<file path="src/rtl/fix_session_arbiter_if.sv">
// Bundle of session-side and parser-side signals for the FIX session arbiter.
// The arbiter connects through the slave modport; the driving environment
// uses the master modport.
interface fix_session_arbiter_if #(
  parameter int NUM_SESS = 4,
  parameter int SID_W    = 2
);
  logic [NUM_SESS-1:0]    req_valid_i;
  logic [32*NUM_SESS-1:0] req_data_i;
  logic [NUM_SESS-1:0]    req_last_i;
  logic [NUM_SESS-1:0]    req_ready_o;
  logic [31:0]            data_o;
  logic                   data_valid_o;
  logic                   parser_ready_i;
  logic [SID_W-1:0]       sid_o;
  logic                   busy_o;
  logic                   abort_o;

  modport master (
    output req_valid_i, req_data_i, req_last_i, parser_ready_i,
    input  req_ready_o, data_o, data_valid_o, sid_o, busy_o, abort_o
  );

  modport slave (
    input  req_valid_i, req_data_i, req_last_i, parser_ready_i,
    output req_ready_o, data_o, data_valid_o, sid_o, busy_o, abort_o
  );
endinterface

</file>
<file path="src/rtl/fix_session_arbiter.sv">
// Shares a single FIX parser between NUM_SESS session streams. A session is
// granted for a whole message; grants rotate round-robin between messages.
// A stall watchdog aborts a granted session that stops supplying words and
// then drains (discards) the remainder of that message.
//
//   state    | meaning
//   ---------+-----------------------------------------------------------
//   ST_IDLE  | no grant; pick next requester searching upward from rr_ptr
//   ST_BUSY  | granted session's words pass through to the parser
//   ST_DRAIN | after an abort, granted session's words are accepted and
//            | dropped until its last word or a second stall timeout
module fix_session_arbiter #(
  parameter int NUM_SESS = 4,
  parameter int SID_W    = 2,
  parameter int TIMEOUT  = 16
) (
  input logic                  clk,
  input logic                  rst,
  fix_session_arbiter_if.slave bus
);

  localparam int               CNT_W    = $clog2(TIMEOUT);
  localparam logic [CNT_W-1:0] CNT_TC   = CNT_W'(TIMEOUT - 1);
  localparam logic [SID_W-1:0] LAST_SID = SID_W'(NUM_SESS - 1);

  typedef enum logic [1:0] {
    ST_IDLE  = 2'd0,
    ST_BUSY  = 2'd1,
    ST_DRAIN = 2'd2
  } state_e;

  state_e           state_q, state_d;
  logic [SID_W-1:0] rr_ptr_q, rr_ptr_d;
  logic [SID_W-1:0] gnt_q, gnt_d;
  logic [CNT_W-1:0] stall_cnt_q, stall_cnt_d;

  logic             sel_valid;
  logic             sel_last;
  logic [31:0]      sel_data;
  logic             any_req;
  logic [SID_W-1:0] pick;
  logic [SID_W-1:0] gnt_nxt;
  logic             in_busy;
  logic             in_drain;
  logic             handshake;
  logic             cnt_tc;

  // Mux the granted session's valid/last/data onto a single lane.
  always_comb begin
    sel_valid = 1'b0;
    sel_last  = 1'b0;
    sel_data  = '0;
    for (int k = 0; k < NUM_SESS; k++) begin
      if (gnt_q == SID_W'(k)) begin
        sel_valid = bus.req_valid_i[k];
        sel_last  = bus.req_last_i[k];
        sel_data  = bus.req_data_i[32*k +: 32];
      end
    end
  end

  // Round-robin pick: walk downward so the lowest offset from rr_ptr wins.
  always_comb begin
    any_req = |bus.req_valid_i;
    pick    = '0;
    for (int i = NUM_SESS - 1; i >= 0; i--) begin
      int idx;
      idx = int'(rr_ptr_q) + i;
      if (idx >= NUM_SESS) idx = idx - NUM_SESS;
      if (bus.req_valid_i[idx]) pick = SID_W'(idx);
    end
  end

  // Status decode shared by the outputs and the next-state logic.
  always_comb begin
    in_busy   = (state_q == ST_BUSY);
    in_drain  = (state_q == ST_DRAIN);
    handshake = in_busy & sel_valid & bus.parser_ready_i;
    cnt_tc    = (stall_cnt_q == CNT_TC);
    gnt_nxt   = (gnt_q == LAST_SID) ? '0 : gnt_q + SID_W'(1);
  end

  // Parser-side and session-side outputs; everything is quiet outside BUSY
  // except the drain-mode ready to the aborted session.
  always_comb begin
    bus.data_o       = in_busy ? sel_data : '0;
    bus.data_valid_o = in_busy & sel_valid;
    bus.sid_o        = in_busy ? gnt_q : '0;
    bus.busy_o       = in_busy;
    // A last-word handshake in the expiry cycle is a normal completion.
    bus.abort_o      = in_busy & ~handshake & cnt_tc;
    bus.req_ready_o  = '0;
    for (int k = 0; k < NUM_SESS; k++) begin
      if (gnt_q == SID_W'(k))
        bus.req_ready_o[k] = (in_busy & bus.parser_ready_i) | in_drain;
    end
  end

  // Next-state, grant, round-robin pointer and stall watchdog.
  always_comb begin
    state_d     = state_q;
    rr_ptr_d    = rr_ptr_q;
    gnt_d       = gnt_q;
    stall_cnt_d = stall_cnt_q;
    unique case (state_q)
      ST_IDLE: begin
        stall_cnt_d = '0;
        if (any_req) begin
          gnt_d   = pick;
          state_d = ST_BUSY;
        end
      end
      ST_BUSY: begin
        if (handshake) begin
          stall_cnt_d = '0;
          if (sel_last) begin
            state_d  = ST_IDLE;
            rr_ptr_d = gnt_nxt;
          end
        end else if (cnt_tc) begin
          stall_cnt_d = '0;
          state_d     = ST_DRAIN;
          rr_ptr_d    = gnt_nxt;
        end else begin
          stall_cnt_d = stall_cnt_q + CNT_W'(1);
        end
      end
      ST_DRAIN: begin
        if (sel_valid) begin
          stall_cnt_d = '0;
          if (sel_last) state_d = ST_IDLE;
        end else if (cnt_tc) begin
          stall_cnt_d = '0;
          state_d     = ST_IDLE;
        end else begin
          stall_cnt_d = stall_cnt_q + CNT_W'(1);
        end
      end
      default: begin
        state_d     = ST_IDLE;
        stall_cnt_d = '0;
      end
    endcase
  end

  // State registers; synchronous active-low reset wins over everything.
  always_ff @(posedge clk) begin
    if (!rst) begin
      state_q     <= ST_IDLE;
      rr_ptr_q    <= '0;
      gnt_q       <= '0;
      stall_cnt_q <= '0;
    end else begin
      state_q     <= state_d;
      rr_ptr_q    <= rr_ptr_d;
      gnt_q       <= gnt_d;
      stall_cnt_q <= stall_cnt_d;
    end
  end

endmodule

</file>
<file path="src/flat_wrapper.sv">
// flat-port wrapper written by rule: the top's interface ports become plain ports
module fix_session_arbiter_flat 
#(
  parameter int NUM_SESS = 4,
  parameter int SID_W    = 2,
  parameter int TIMEOUT  = 16
)
  (clk, rst, bus_req_valid_i, bus_req_data_i, bus_req_last_i, bus_parser_ready_i, bus_req_ready_o, bus_data_o, bus_data_valid_o, bus_sid_o, bus_busy_o, bus_abort_o);
  fix_session_arbiter_if #(.NUM_SESS(NUM_SESS), .SID_W(SID_W)) bus_i ();
  input logic clk;
  input logic rst;
  input wire logic [$bits(bus_i.req_valid_i)-1:0] bus_req_valid_i;
  input wire logic [$bits(bus_i.req_data_i)-1:0] bus_req_data_i;
  input wire logic [$bits(bus_i.req_last_i)-1:0] bus_req_last_i;
  input wire logic [$bits(bus_i.parser_ready_i)-1:0] bus_parser_ready_i;
  output wire logic [$bits(bus_i.req_ready_o)-1:0] bus_req_ready_o;
  output wire logic [$bits(bus_i.data_o)-1:0] bus_data_o;
  output wire logic [$bits(bus_i.data_valid_o)-1:0] bus_data_valid_o;
  output wire logic [$bits(bus_i.sid_o)-1:0] bus_sid_o;
  output wire logic [$bits(bus_i.busy_o)-1:0] bus_busy_o;
  output wire logic [$bits(bus_i.abort_o)-1:0] bus_abort_o;
  assign bus_i.req_valid_i = bus_req_valid_i;
  assign bus_i.req_data_i = bus_req_data_i;
  assign bus_i.req_last_i = bus_req_last_i;
  assign bus_i.parser_ready_i = bus_parser_ready_i;
  assign bus_req_ready_o = bus_i.req_ready_o;
  assign bus_data_o = bus_i.data_o;
  assign bus_data_valid_o = bus_i.data_valid_o;
  assign bus_sid_o = bus_i.sid_o;
  assign bus_busy_o = bus_i.busy_o;
  assign bus_abort_o = bus_i.abort_o;
  fix_session_arbiter #(.NUM_SESS(NUM_SESS), .SID_W(SID_W), .TIMEOUT(TIMEOUT)) u_core (.clk(clk), .rst(rst), .bus(bus_i));
endmodule
</file>
<file path="config.mk">
export PLATFORM = sky130hd
export DESIGN_NAME = fix_session_arbiter_flat
export DESIGN_NICKNAME = d
export VERILOG_FILES = /design/src/rtl/fix_session_arbiter_if.sv /design/src/rtl/fix_session_arbiter.sv /design/src/flat_wrapper.sv
export SDC_FILE = /design/constraint.sdc
export NUM_CORES = 1
export LEC_CHECK = 0
export BUFFER_PORTS_ARGS = -buffer_cell sky130_fd_sc_hd__buf_2
export CORE_MARGIN = 8
export CORE_UTILIZATION = 38
export CTS_CLUSTER_DIAMETER = 30
export CTS_CLUSTER_SIZE = 14
export DETAILED_ROUTE_END_ITERATION = 16
export PLACE_DENSITY_LB_ADDON = 0.2
export RECOVER_POWER = 25
export REMOVE_ABC_BUFFERS = 1
export SLEW_MARGIN = 20
export SYNTH_ARGS = -nofsm -noshare
export SYNTH_HDL_FRONTEND = slang
export SYNTH_SLANG_ARGS = --single-unit
</file>
<file path="constraint.sdc">
create_clock -name clk -period 2.3 [get_ports clk]
set_clock_uncertainty 0.15 [all_clocks]
set_input_delay 0.345 -clock clk [delete_from_list [all_inputs] [get_ports clk]]
set_output_delay 0.345 -clock clk [all_outputs]
set_load 0.02 [all_outputs]
</file>
==> metrics.txt, run 1 <==
Clk Latency, worst-skew pair=0.24 ns; area fraction of the dominant cell type after synthesis=21.9%; layout cell share with drive strength beyond 1=55.0%; Synth cell types=42; DR iter-0 viols=133; CTS tree=built; setup slack after layout=-0.142 ns; commonest non-fill, non-tap cells in the layout=buf_2 (146), nor2b_1 (69), a21oi_1 (43), buf_4 (42), a221oi_2 (26); Post-DP Area=0.00300 sq mm; dpl cells=530; DR vias=2963; routed length per instance=18.1 microns; CTS Buffer Depth=2; Worst-path clk slew=0.05 ns; status=complete, but fails checks; CTS Sinks=10; WP buf/inv=3; vias in the first global route=2848; Die X=88.0 microns; FMAX=409 MHz; worst hold slack=0.264 ns; Total Die Area=0.00775 sq mm; Max VDD drop=0.000505 V; P_leak=1.64 nW; Synth area leader=nor2b_1; failing checks=negative setup slack; largest cells by area after synthesis=nor2b_1 (22%), a221oi_1 (14%), a21oi_1 (11%), dfxtp_1 (10%), nor3_1 (7.9%); Max Cap Violations=0; setup_tns=-1.85 ns; antenna-violating nets left=0; RSZ-0062 raised after global routing=true; area of the core=0.00504 sq mm; Slew Limit Fails=0; Post-Route Utilization=71.1%; Mean Syn Cell Area=6.71 sq um; slowest stage delay, CP=0.35 ns; slowest CP cell=and2b_4; Overflow after GRT=0; drt pass-1 iters=4; WP data arrival=1.95 ns; worst path cell trace=inv_2, ha_4, and2b_4, buf_16, a221oi_2, nor3_1, a21oi_1, nor2b_1, buf_4; worst hold path class=input pin to flop; Cell Pwr Density=670 mW/mm^2; final net count=620; startpoint type of the worst setup path=flop; Worst setup EP type=primary output; Rel. slew slack=72.9%; Fin. Hold Viols=0; routability cong.=0.903; Ys Warns=0; dominant synthesized flop cell=dfxtp_1; final cell count without fillers=541; min Tclk post-route=2.44 ns; ANT cells=0; number of setup violations in the final report=33; root buffer cell=clkbuf_8; largest net degree at the start of global routing=51; CTS hold repair buffers=0; post-synthesis sequential area ratio=10.2%; area delta synth->final=81.8%; row count=26; htree depth=1; Setup Crit Path Kind=flop to primary output; CP max FO=8; die outline height=88.0 microns; Worst Path Required=1.80 ns; fin crit share=106%; Synth Register Bits=10; routed wire length=9.77 mm; GRT Total Usage=22.4%; Post-synth EDFFs=0; Mapped Area=0.00197 sq mm; Largest delay share family, worst path=simple AND/OR/NAND/NOR gates; initial antenna violation count=0; Residual DRC=0; via density per instance=5.48; dpl hpwl=7.50 mm; Final Cell Area=0.00358 sq mm; Cells after Synth=294; commonest non-fill, non-tap cell in the layout=buf_2; first-pass GRT wire length=14.1 mm; Worst Tran Pin Value=0.403 ns; Ports=180; CTS buffer count=3; PortBufs=179; Async S/R FF share, synth=0%; Initial Util=39.1%
[state kept, by name (all words and copies together) (netlist names)]
signal              flops
u_core.stall_cnt_q      4
u_core.state_q          2
u_core.rr_ptr_q         2
u_core.gnt_q            2
[routing by layer]
metal,routed length (microns),GRT usage (%),vias to the layer above
li1,-,-,1431
met1,3480,23.8,1370
met2,5130,41.9,134
met3,866,4.69,28
met4,293,8.60,0
met5,0,0,-
[cells in the mapped netlist (2+ instances only)]
cell       n
nor2b_1   69
dfxtp_1   10
o21ai_0    4
or3_1      3
a21oi_1   43
nor3_1    31
clkbuf_1  21
nor2_1     6
and2_1     3
a221oi_1  31
ha_1       9
o221ai_1   2
mux2i_1    3
nand2b_1   2
nand2_1   11
nand3b_1   2
buf_4      2
nand3_1    3
buf_1      4
o22ai_1    2
inv_1     12
[final timing paths]
check | from | endpoint | slack [ns] | depth (start not counted)
min | rst | u_core.rr_ptr_q[0] | 0.26 | 3
max reg2reg | u_core.gnt_q[1] | u_core.state_q[1] | 0.05 | 9
min reg2reg | u_core.stall_cnt_q[3] | u_core.stall_cnt_q[3] | 0.34 | 2
max | u_core.gnt_q[1] | bus_data_o[3] | -0.14 | 9
[power by group]
part	switching [W]	internal [W]
combinational	0.00103	0.000944
clock	0.0000695	0.000150
sequential	0.0000192	0.000192
[area by class of cell]
class                   count  area, sq um
flip-flops and latches     10          205
fillers                   413         1460
well taps                  70         87.6
multi-input cells         244         1930
clock buffers               4         55.1
inverters                  12         45.0
repair buffers            201         1260
[through the flow]
| stage | setup slack (ns) | power (W) |
|---|---|---|
| floorplan | -0.852 | 0.00117 |
| global placement | 0.0535 | 0.00170 |
| detailed placement | 0.0191 | 0.00173 |
| CTS | -0.105 | 0.00223 |
| global route | -0.228 | 0.00256 |
| finish | -0.142 | 0.00240 |
[tightest hold or removal path, stage by stage]
cell and delay, ns:
buf_2 0.14, nand2_1 0.07, mux2i_1 0.05
[cells by family after synthesis]
group | share of synthesized area, %
AOI/OAI and AO/OA | 34.0
xor gates and xnor gates | 0.444
adders and majority gates | 5.71
buffers and inverters | 8.06
DFF | 10.2
muxes | 1.52
and+or+nand+nor | 40.1
[repair_timing]
action,4_1_cts,5_1_grt
gates resized for setup,62,36
hold endpoints to repair,0,0
gates cloned,2,1
endpoints found under the setup margin,34,37
pin swaps,18,19
setup buffers,2,2
Power figures use the tool's default switching activity.
==> run 2: changes to the inputs <==
Settings changed: CORE_UTILIZATION 38 to 35.
Clock period 2.3 ns to 2.1 ns, I/O delays scaled along.
==> run 2 against run 1 <==
The run still ends with negative setup slack left; global-route usage shrank 0.89 points; utilization down 2.6 points; critical path depth is 1 lower; final area up 4.5%; combinational power rose by 16%; setup slack lost 0.14 ns; sequential power up 9.5%; non-clock buffer count grew 6; sequential cell count stayed put; clock power up 10%; sequential share of layout area decreased by 0.25 points; critical endpoint is now bus_data_o[16]; largest cell class unchanged; highest routed layer unchanged.
==> metrics.txt, run 2 (same netlist as run 1, synthesis figures left out) <==
status=complete, but fails checks; failing checks=negative setup slack; ANT cells=0 (unchanged); largest net degree at the start of global routing=52 (+2.0%); Worst setup EP type=primary output; PortBufs=179 (unchanged); Final Cell Area=0.00375 sq mm (+4.5%); final net count=626 (+0.97%); slowest CP cell=dfxtp_2; Max Cap Violations=0 (unchanged); worst slack, placed=-0.150 ns (-0.169 ns); Rel. slew slack=66.9% (-6.0 points); die outline height=91.1 microns (+3.4%); htree depth=1 (unchanged); Ports=180 (unchanged); GRT Total Usage=21.5% (-0.89 points); via density per instance=5.46 (-0.39%); WP data arrival=1.91 ns (-0.04 ns); commonest non-fill, non-tap cells in the layout=buf_2 (146), nor2b_1 (69), buf_4 (46), a21oi_1 (42), nor3_1 (23); dpl hpwl=7.17 mm (-4.3%); CTS tree=built; initial antenna violation count=0 (unchanged); row count=27 (+3.8%); DR vias=2995 (+1.1%); Worst Path Required=1.63 ns (-0.17 ns); CTS Sinks=10 (unchanged); Max VDD drop=0.000575 V (+14%); worst path cell trace=buf_4, ha_2, buf_12, nor2b_1, nor3_2, a21oi_1, nor2b_1, buf_4; routed length per instance=18.3 microns (+1.2%); CTS Buffer Depth=2 (unchanged); min Tclk post-route=2.38 ns; area delta synth->final=90.0%; CP max FO=36 (+28); FMAX=421 MHz; drt pass-1 iters=4 (unchanged); Setup Crit Path Kind=flop to primary output; antenna-violating nets left=0 (unchanged); max reg flops=4 (unchanged); P_leak=1.69 nW (+3.4%); Worst-path clk slew=0.05 ns (about the same); Overflow after GRT=0 (unchanged); Fin. Hold Viols=0 (unchanged); setup_tns=-7.81 ns (-5.96 ns); Worst Tran Pin Value=0.492 ns (+0.0894 ns); slowest stage delay, CP=0.33 ns (-0.02 ns); Initial Util=36.0% (-3.1 points); area of the core=0.00547 sq mm (+8.5%); Largest Register=u_core.stall_cnt_q; CTS buffer count=3 (unchanged); DR iter-0 viols=147 (+11%); startpoint type of the worst setup path=flop; register area=205 sq um (unchanged); commonest non-fill, non-tap cell in the layout=buf_2; setup slack after layout=-0.278 ns (-0.136 ns); R2R setup slack=-0.11 ns (-0.16 ns); Die X=91.1 microns (+3.4%); routability cong.=0.860 (-4.8%); routed wire length=10.0 mm (+2.7%); # fillers=478 (+16%); Total Die Area=0.00829 sq mm (+7.0%); layout cell share with drive strength beyond 1=56.8% (+1.8 points); Residual DRC=0 (unchanged); fin crit share=113%; Slew Limit Fails=0 (unchanged); worst hold path class=input pin to flop; Post-DP Area=0.00301 sq mm (+0.58%); root buffer cell=clkbuf_8; multi-input logic area=0.00200 sq mm (+3.5%); Cell Pwr Density=735 mW/mm^2 (+9.7%); vias in the first global route=2984 (+4.8%); RSZ-0062 raised after global routing=true; first-pass GRT wire length=15.1 mm (+7.6%); CTS hold repair buffers=0 (unchanged); number of setup violations in the final report=40 (+21%); Clk Latency, worst-skew pair=0.24 ns (about the same)
## run 2: cell type report
class                           count  area share (%)
Clock buffer                        4            1.47
Inverter                           12            1.20
Multi-Input combinational cell    244            53.4
Sequential cell                    10            5.48
Tap cell                           72            2.40
Timing Repair Buffer              207            36.1
## run 2: path summary, 6_finish.rpt
kind | start | end | depth (start not counted)
setup / recovery | u_core.gnt_q[1] | bus_data_o[16] | 8
hold reg to reg | u_core.stall_cnt_q[0] | u_core.stall_cnt_q[0] | 1
setup reg to reg | u_core.gnt_q[0] | u_core.state_q[1] | 7
hold / removal | rst | u_core.rr_ptr_q[0] | 3
## run 2: power breakdown
part	total, W	internal, W	switching (W)
combinational	0.00228	0.00111	0.00117
clock	0.000243	0.000165	0.0000777
sequential	0.000231	0.000210	0.0000210
total	0.00275	0.00149	0.00126
## run 2: what timing repair did
item / CTS / global route
gates resized for setup: 74 / 37
pin swaps: 24 / 23
gates cloned: 3 / 2
setup endpoints to repair: 40 / 45
buffers inserted: 4 / 2
## run 2: per-stage QoR
stage          power (W)  util (%)  hold slack (ns)  instances
6_report         0.00275      68.5            0.243        549
5_1_grt          0.00293      68.5            0.252        549
4_1_cts          0.00255      63.8            0.238        545
3_5_place_dp     0.00189      55.1            0.324        534
3_3_place_gp     0.00187      55.1            0.321        534
2_1_floorplan    0.00129         -            0.299        266
## run 2: per-layer routing
metal	vias to the layer above	GRT usage, %	wire, microns
li1	1451	-	-
met1	1380	23.4	3880
met2	138	40.7	5220
met3	26	3.87	621
met4	0	7.09	310
met5	-	0	0
## run 2: critical path: cells and delay by family (launching register included)
| kind | cells | cell delay (ns) |
|---|---|---|
| AO/OA/AOI/OAI | 1 | 0.12 |
| adder cells (fa/ha/maj) | 1 | 0.30 |
| buffers and inverters | 3 | 0.54 |
| flip-flops | 1 | 0.33 |
| AND/OR/NAND/NOR | 3 | 0.37 |
